--- src/rtl/led_display_ram_ctrl_if.sv ---
// Frame RAM read port and row-pair handshake toward the LED driver PHY.
interface led_display_ram_ctrl_if;
    logic [12:0]  ram_address_out;
    logic [63:0]  ram_rdata_in;
    logic [383:0] row_out;
    logic         row_valid_out;
    logic [3:0]   row_address_out;
    logic         row_ready_in;

    modport master (
        output ram_address_out,
        output row_out,
        output row_valid_out,
        output row_address_out,
        input  ram_rdata_in,
        input  row_ready_in
    );

    modport slave (
        input  ram_address_out,
        input  row_out,
        input  row_valid_out,
        input  row_address_out,
        output ram_rdata_in,
        output row_ready_in
    );
endinterface

--- src/rtl/led_display_ram_ctrl.sv ---
// Frame-buffer reader for a 64x32 1/16-scan RGB panel: fetches one
// row-pair (r, r+16) per scan line and offers it to the PHY.
module led_display_ram_ctrl #(
    parameter int          RAM_LATENCY    = 2,
    parameter logic [12:0] BASE_ADDR      = 13'd0,
    parameter int          NUM_ROW_PIXELS = 32,
    parameter int          NUM_COL_PIXELS = 64
) (
    input logic                    clk_in,
    input logic                    reset_in,
    led_display_ram_ctrl_if.master bus
);

    typedef enum logic [1:0] {FETCH, WAIT, VALID} state_e;

    localparam logic [3:0] LAT       = 4'(RAM_LATENCY);
    localparam logic [3:0] DONE      = LAT + 4'd5;
    localparam logic [3:0] LAST_SCAN = 4'(NUM_ROW_PIXELS / 2 - 1);

    state_e                          state_q, state_d;
    logic [3:0]                      cnt_q, cnt_d;
    logic [3:0]                      scan_q, scan_d;
    logic [12:0]                     addr_q, addr_d;
    logic [5:0][NUM_COL_PIXELS-1:0]  buf_q, buf_d;
    logic [383:0]                    row_q, row_d;
    logic                            valid_q, valid_d;
    logic [2:0]                      idx;

    // Word k: k<3 top row, k>=3 bottom row; channel is k mod 3.
    function automatic logic [12:0] addr_of(input logic [3:0] r,
                                            input logic [2:0] k);
        logic       bot;
        logic [1:0] ch;
        bot = (k >= 3'd3);
        ch  = bot ? 2'(k - 3'd3) : k[1:0];
        return BASE_ADDR + {6'd0, bot, r, ch};
    endfunction

    always_comb begin
        state_d = state_q;
        cnt_d   = cnt_q;
        scan_d  = scan_q;
        addr_d  = addr_q;
        buf_d   = buf_q;
        row_d   = row_q;
        valid_d = valid_q;
        idx     = 3'(cnt_q - LAT);
        unique case (state_q)
            FETCH, WAIT: begin
                cnt_d = cnt_q + 4'd1;
                if (cnt_q >= LAT) begin
                    buf_d[idx] = bus.ram_rdata_in;
                end
                if (state_q == FETCH) begin
                    if (cnt_q < 4'd5) begin
                        addr_d = addr_of(scan_q, cnt_q[2:0] + 3'd1);
                    end else begin
                        state_d = WAIT;
                    end
                end
                // Publish only once the sixth word has landed.
                if (cnt_q == DONE) begin
                    row_d   = buf_d;
                    valid_d = 1'b1;
                    state_d = VALID;
                end
            end
            VALID: begin
                if (bus.row_ready_in) begin
                    valid_d = 1'b0;
                    scan_d  = (scan_q == LAST_SCAN) ? 4'd0 : scan_q + 4'd1;
                    addr_d  = addr_of(scan_d, 3'd0);
                    cnt_d   = 4'd0;
                    state_d = FETCH;
                end
            end
            default: begin
                state_d = FETCH;
            end
        endcase
    end

    always_ff @(posedge clk_in) begin
        buf_q <= buf_d;
        if (reset_in) begin
            state_q <= FETCH;
            cnt_q   <= 4'd0;
            scan_q  <= 4'd0;
            addr_q  <= BASE_ADDR;
            row_q   <= '0;
            valid_q <= 1'b0;
        end else begin
            state_q <= state_d;
            cnt_q   <= cnt_d;
            scan_q  <= scan_d;
            addr_q  <= addr_d;
            row_q   <= row_d;
            valid_q <= valid_d;
        end
    end

    assign bus.ram_address_out = addr_q;
    assign bus.row_out         = row_q;
    assign bus.row_valid_out   = valid_q;
    assign bus.row_address_out = scan_q;

endmodule

--- src/flat_wrapper.sv ---
// flat-port wrapper written by rule: the top's interface ports become plain ports
module led_display_ram_ctrl_flat 
#(
    parameter int          RAM_LATENCY    = 2,
    parameter logic [12:0] BASE_ADDR      = 13'd0,
    parameter int          NUM_ROW_PIXELS = 32,
    parameter int          NUM_COL_PIXELS = 64
)
  (clk_in, reset_in, bus_ram_address_out, bus_row_out, bus_row_valid_out, bus_row_address_out, bus_ram_rdata_in, bus_row_ready_in);
  led_display_ram_ctrl_if bus_i ();
  input logic clk_in;
  input logic reset_in;
  output wire logic [$bits(bus_i.ram_address_out)-1:0] bus_ram_address_out;
  output wire logic [$bits(bus_i.row_out)-1:0] bus_row_out;
  output wire logic [$bits(bus_i.row_valid_out)-1:0] bus_row_valid_out;
  output wire logic [$bits(bus_i.row_address_out)-1:0] bus_row_address_out;
  input wire logic [$bits(bus_i.ram_rdata_in)-1:0] bus_ram_rdata_in;
  input wire logic [$bits(bus_i.row_ready_in)-1:0] bus_row_ready_in;
  assign bus_ram_address_out = bus_i.ram_address_out;
  assign bus_row_out = bus_i.row_out;
  assign bus_row_valid_out = bus_i.row_valid_out;
  assign bus_row_address_out = bus_i.row_address_out;
  assign bus_i.ram_rdata_in = bus_ram_rdata_in;
  assign bus_i.row_ready_in = bus_row_ready_in;
  led_display_ram_ctrl #(.RAM_LATENCY(RAM_LATENCY), .BASE_ADDR(BASE_ADDR), .NUM_ROW_PIXELS(NUM_ROW_PIXELS), .NUM_COL_PIXELS(NUM_COL_PIXELS)) u_core (.clk_in(clk_in), .reset_in(reset_in), .bus(bus_i));
endmodule
--- config.mk ---
export PLATFORM = sky130hd
export DESIGN_NAME = led_display_ram_ctrl_flat
export DESIGN_NICKNAME = d
export VERILOG_FILES = /design/src/rtl/led_display_ram_ctrl_if.sv /design/src/rtl/led_display_ram_ctrl.sv /design/src/flat_wrapper.sv
export SDC_FILE = /design/constraint.sdc
export NUM_CORES = 1
export LEC_CHECK = 0
export CORE_MARGIN = 4
export CORE_UTILIZATION = 49
export CTS_CLUSTER_SIZE = 10
export DETAILED_ROUTE_END_ITERATION = 16
export GPL_TIMING_DRIVEN = 0
export PLACE_DENSITY = 0.77
export SLEW_MARGIN = 20
export SYNTH_ARGS = -nofsm -noshare
export SYNTH_HDL_FRONTEND = slang
export SYNTH_SLANG_ARGS = --single-unit
export TNS_END_PERCENT = 5
--- constraint.sdc ---
create_clock -name clk_in -period 9.35 [get_ports clk_in]
set_clock_uncertainty 0.2 [all_clocks]
set_input_delay 0.935 -clock clk_in [delete_from_list [all_inputs] [get_ports clk_in]]
set_output_delay 0.935 -clock clk_in [all_outputs]
set_load 0.005 [all_outputs]
==> impl_results.html <==
<table>
<tr><th>Metric</th><th>Value</th></tr>
<tr><th colspan="2">Run status</th></tr>
<tr><td>Status</td><td>finished clean</td></tr>
<tr><th colspan="2">Detailed routing</th></tr>
<tr><td>Routed wire length</td><td>86600 um</td></tr>
<tr><td>Remaining number of nets flagged by the antenna check after routing</td><td>0</td></tr>
<tr><td>Detail-routed via count per cell</td><td>roughly 5.5</td></tr>
<tr><td>Detailed-route wire length per cell</td><td>~22 um</td></tr>
<tr><td>DR iter-0 viols</td><td>1623</td></tr>
<tr><td>Count of TritonRoute iterations in the first routing pass</td><td>5</td></tr>
<tr><td>Via count</td><td>around 21000</td></tr>
<tr><td>DRC violations left</td><td>0</td></tr>
<tr><th colspan="2">Synthesis</th></tr>
<tr><td>Top cells by area in the synthesized netlist</td><td>edfxtp_1 38%, dfxtp_1 27%, mux2_2 14%, nor2_1 8.0%, mux2i_1 4.3%</td></tr>
<tr><td>Post-synth EDFFs</td><td>approximately 380</td></tr>
<tr><td>Area of the mapped netlist</td><td>about 30000 um^2</td></tr>
<tr><td>Mean Syn Cell Area</td><td>roughly 12 um^2</td></tr>
<tr><td>Synth async-reset ratio</td><td>0%</td></tr>
<tr><td>Most used standard cells in the synthesized netlist</td><td>647 x nor2_1, 402 x dfxtp_1, 385 x mux2_2</td></tr>
<tr><td>Proportion of netlist area held by the largest area contributor</td><td>around 38%</td></tr>
<tr><td>Unique cell type count in the Yosys netlist</td><td>40</td></tr>
<tr><td>Primary flip-flop cell chosen by synthesis mapping</td><td>dfxtp_1</td></tr>
<tr><td>Post-synthesis cell type with the largest combined area</td><td>edfxtp_1</td></tr>
<tr><td>Number of standard cells after synthesis</td><td>about 2500</td></tr>
<tr><td>Share of the yosys chip area belonging to registers</td><td>~65%</td></tr>
<tr><td>Most common cell in the synthesized netlist</td><td>nor2_1</td></tr>
<tr><td>Yosys synthesis warning count</td><td>0</td></tr>
<tr><td>Number of synthesized register bits</td><td>786</td></tr>
<tr><th colspan="2">Setup path</th></tr>
<tr><td>CP Max Fanout</td><td>10</td></tr>
<tr><td>Critical Path Sink Type</td><td>flip-flop</td></tr>
<tr><td>Worst endpoint data arrival time</td><td>~3600 ps</td></tr>
<tr><td>Worst reg2reg path endpoint</td><td>u_core.bus.row_out[209]$_SDFFE_PP0P_</td></tr>
<tr><td>R2R Path Start</td><td>u_core.cnt_q[1]$_SDFFE_PP0P_</td></tr>
<tr><td>Critical path start-end classification</td><td>flip-flop to flip-flop</td></tr>
<tr><td>Worst R2R Path Depth</td><td>6</td></tr>
<tr><td>Critical path launch point type</td><td>flip-flop</td></tr>
<tr><td>Required @ worst endpoint</td><td>9670 ps</td></tr>
<tr><td>Register-to-Register Setup Slack</td><td>about 6100 ps</td></tr>
<tr><th colspan="2">Clock tree</th></tr>
<tr><td>TritonCTS clock tree</td><td>done</td></tr>
<tr><td>Clk sink count</td><td>about 800</td></tr>
<tr><td>Count of cells resized by post-cts repair</td><td>0</td></tr>
<tr><td>Inserted Clock Buffers</td><td>89</td></tr>
<tr><td>Number of hold buffers added after CTS</td><td>0</td></tr>
<tr><td>Worst-skew pair later-pin latency</td><td>~610 ps</td></tr>
<tr><td>CTS root buffer</td><td>clkbuf_16</td></tr>
<tr><td>Post-CTS clock slew at the launch and capture registers of the worst setup and hold paths</td><td>around 60 ps</td></tr>
<tr><td>Post-CTS setup buffer count</td><td>0</td></tr>
<tr><td>CTS max path bufs</td><td>3</td></tr>
<tr><td>H-Tree Depth</td><td>3</td></tr>
<tr><th colspan="2">GRT</th></tr>
<tr><td>First-pass GRT wire length</td><td>approximately 130000 um</td></tr>
<tr><td>Number of global-route vias before repair</td><td>about 22000</td></tr>
<tr><td>Antenna violations before repair</td><td>1</td></tr>
<tr><td>Overflow left after global routing</td><td>0</td></tr>
<tr><td>Overall fraction of global-route tracks in use</td><td>approximately a quarter</td></tr>
<tr><td>Largest net degree at the start of global routing</td><td>111</td></tr>
<tr><th colspan="2">Die</th></tr>
<tr><td>DIE HEIGHT</td><td>between 200 and 300 um</td></tr>
<tr><td>Std-Cell Core Area</td><td>a little over 60000 um^2</td></tr>
<tr><td>Starting Density</td><td>49.9%</td></tr>
<tr><td>Number of cell rows</td><td>90</td></tr>
<tr><td>Width of the chip</td><td>about 260 um</td></tr>
<tr><td>I/O Pins</td><td>between 400 and 500</td></tr>
<tr><td>Die footprint</td><td>approximately 66000 um^2</td></tr>
<tr><th colspan="2">Timing</th></tr>
<tr><td>Period utilisation layout</td><td>between 30% and 40%</td></tr>
<tr><td>Worst hold slack</td><td>274 ps</td></tr>
<tr><td>Relative slew slack</td><td>23.9%</td></tr>
<tr><td>Final Critical Period</td><td>roughly 3300 ps</td></tr>
<tr><td>Number of max-slew violations in the final report</td><td>0</td></tr>
<tr><td>Highest attainable clock frequency</td><td>between 300 and 400 MHz</td></tr>
<tr><td>Final number of hold-violating endpoints</td><td>0</td></tr>
<tr><td>Unrepaired setup endpoints after global routing</td><td>no</td></tr>
<tr><td>Worst slew pin tran</td><td>roughly 1100 ps</td></tr>
<tr><td>Final TNS setup</td><td>0 ps</td></tr>
<tr><td>Setup violation total in the final timing report</td><td>0</td></tr>
<tr><th colspan="2">Layout</th></tr>
<tr><td>Fill cell total of the finished layout</td><td>about 4500</td></tr>
<tr><td>Antenna Diode Count</td><td>0</td></tr>
<tr><td>Final-stage net count</td><td>~3100</td></tr>
<tr><td>Share of post-route cells with drive strength above 1</td><td>about a fifth</td></tr>
<tr><td>Area growth from synthesis to layout</td><td>27.3%</td></tr>
<tr><td>Final standard cell count with taps included and fillers excluded</td><td>between 3000 and 4000</td></tr>
<tr><th colspan="2">Place</th></tr>
<tr><td>Weighted congestion reported at the end of routability-driven placement</td><td>about 0.83</td></tr>
<tr><td>Placed Cells incl. Taps</td><td>around 3700</td></tr>
<tr><td>Count of input and output buffers</td><td>461</td></tr>
<tr><td>Detailed placer's ending HPWL</td><td>between 60000 and 70000 um</td></tr>
<tr><th colspan="2">Power</th></tr>
<tr><td>Ratio of total power to cell area</td><td>around 230 nW/um^2</td></tr>
<tr><td>Peak supply drop</td><td>approximately 0.18 mV</td></tr>
<tr><td>Leakage power</td><td>between 10 and 15 nW</td></tr>
<tr><th colspan="2">Worst hold path</th></tr>
<tr><td>Destination of the worst hold path</td><td>u_core.bus.row_valid_out$_SDFFE_PP0P_</td></tr>
<tr><td>Origin of the worst min-delay path</td><td>u_core.bus.row_valid_out$_SDFFE_PP0P_</td></tr>
<tr><td>Worst hold path depth</td><td>2</td></tr>
<tr><td>HP Class</td><td>flip-flop to flip-flop</td></tr>
<tr><th colspan="2">Run</th></tr>
<tr><td>Max-cap violation count</td><td>0</td></tr>
</table>
[through the flow]
step | setup WS (ps) | area, um^2 | total power, mW | util, %
after global placement | -3010 | 36000 | 5.82 | 59.1
after detailed placement | 6150 | 36100 | 5.94 | 59.3
final | 6070 | 38600 | 9.03 | 63.6
after floorplan | 522 | 30400 | 5.57 | -
after CTS | 6120 | 38600 | 9.06 | 63.6
after global routing | 5920 | 38600 | 9.37 | 63.6
[routing by layer]
| metal | GRT usage (%) | part of all wire (%) |
|---|---|---|
| met1 | 30.8 | 40 |
| met2 | 41.7 | 48 |
| met3 | 6.80 | 7.5 |
| met4 | 11.9 | 4.9 |
| met5 | 0 | 0 |
[how the worst max path moves through the flow]
stage / start / endpoint / slack (ps) / cells after the start
2_1_floorplan: u_core.state_q[1]$_SDFFE_PP0P_ / u_core.buf_q[0]$_DFFE_PP_ / 520 / 2
3_3_place_gp: u_core.state_q[1]$_SDFFE_PP0P_ / u_core.buf_q[95]$_DFFE_PP_ / -3010 / 2
3_5_place_dp: u_core.cnt_q[1]$_SDFFE_PP0P_ / u_core.bus.row_out[206]$_SDFFE_PP0P_ / 6150 / 6
4_1_cts: u_core.cnt_q[1]$_SDFFE_PP0P_ / u_core.bus.row_out[209]$_SDFFE_PP0P_ / 6120 / 6
5_1_grt: u_core.cnt_q[1]$_SDFFE_PP0P_ / u_core.bus.row_out[209]$_SDFFE_PP0P_ / 5920 / 6
6_report: u_core.cnt_q[1]$_SDFFE_PP0P_ / u_core.bus.row_out[209]$_SDFFE_PP0P_ / 6070 / 6
[worst max-delay path, cell delays in order (launching register included)]
cell and delay (ps):
dfxtp_1 410, ha_1 290, nand3_1 470, clkbuf_1 900, clkbuf_1 590, nor2_1 150
nor3_1 170
[registers in the layout, summed over array words and instances, names as in the netlist]
signal / flops
u_core.cnt_q: 4
u_core.bus.row_address_out: 4
u_core.state_q: 2
u_core.bus.row_out: 384
u_core.bus.ram_address_out: 7
u_core.buf_q: 384
u_core.bus.row_valid_out: 1
[layout make-up]
cell class | count | area [um^2] | share of cell area [%]
clock inverters | 4 | 31.3 | 0.0809
repair buffers | 464 | 4700 | 12.2
flip-flops and latches | 786 | 19600 | 50.7
plain buffers | 169 | 935 | 2.42
well taps | 782 | 978 | 2.53
clock buffers | 161 | 2560 | 6.62
inverters | 4 | 22.5 | 0.0583
multi-input cells | 1496 | 9840 | 25.5
[logic make-up (layout without fill, tap and decap cells)]
| kind of cell | count (synthesis) | count (layout) | synth area share [%] |
|---|---|---|---|
| AND/OR/NAND/NOR | 937 | 937 | 12.9 |
| other | 1 | 6 | 0.0124 |
| flip-flops | 786 | 786 | 64.5 |
| adder cells (fa/ha/maj) | 4 | 4 | 0.165 |
| XOR/XNOR | 3 | 3 | 0.0866 |
| multiplexers | 515 | 515 | 18.6 |
| buffers and inverters | 173 | 802 | 3.12 |
| AO/OA/AOI/OAI | 31 | 31 | 0.680 |
[placed cells by master, fill, tap and decap left out, drive strengths merged, types with 3 or more instances in the layout]
master         Yosys  final
nor2             647    647
clkdlybuf4s50      0    461
dfxtp            402    402
mux2             385    385
edfxtp           384    384
nor3             257    257
clkbuf            68    229
mux2i            130    130
buf              101    104
a21oi             14     14
nand2             11     11
conb               1      6
inv                3      6
nand3b             5      5
nand3              4      4
a311oi             4      4
ha                 4      4
and3               3      3
xor2               3      3
[power breakdown]
group	switching [mW]	internal (mW)	total (mW)
combinational	0.526	0.618	1.14
clock	1.31	1.83	3.15
sequential	0.197	4.54	4.74
No activity file was read; power rests on OpenSTA's default activity.
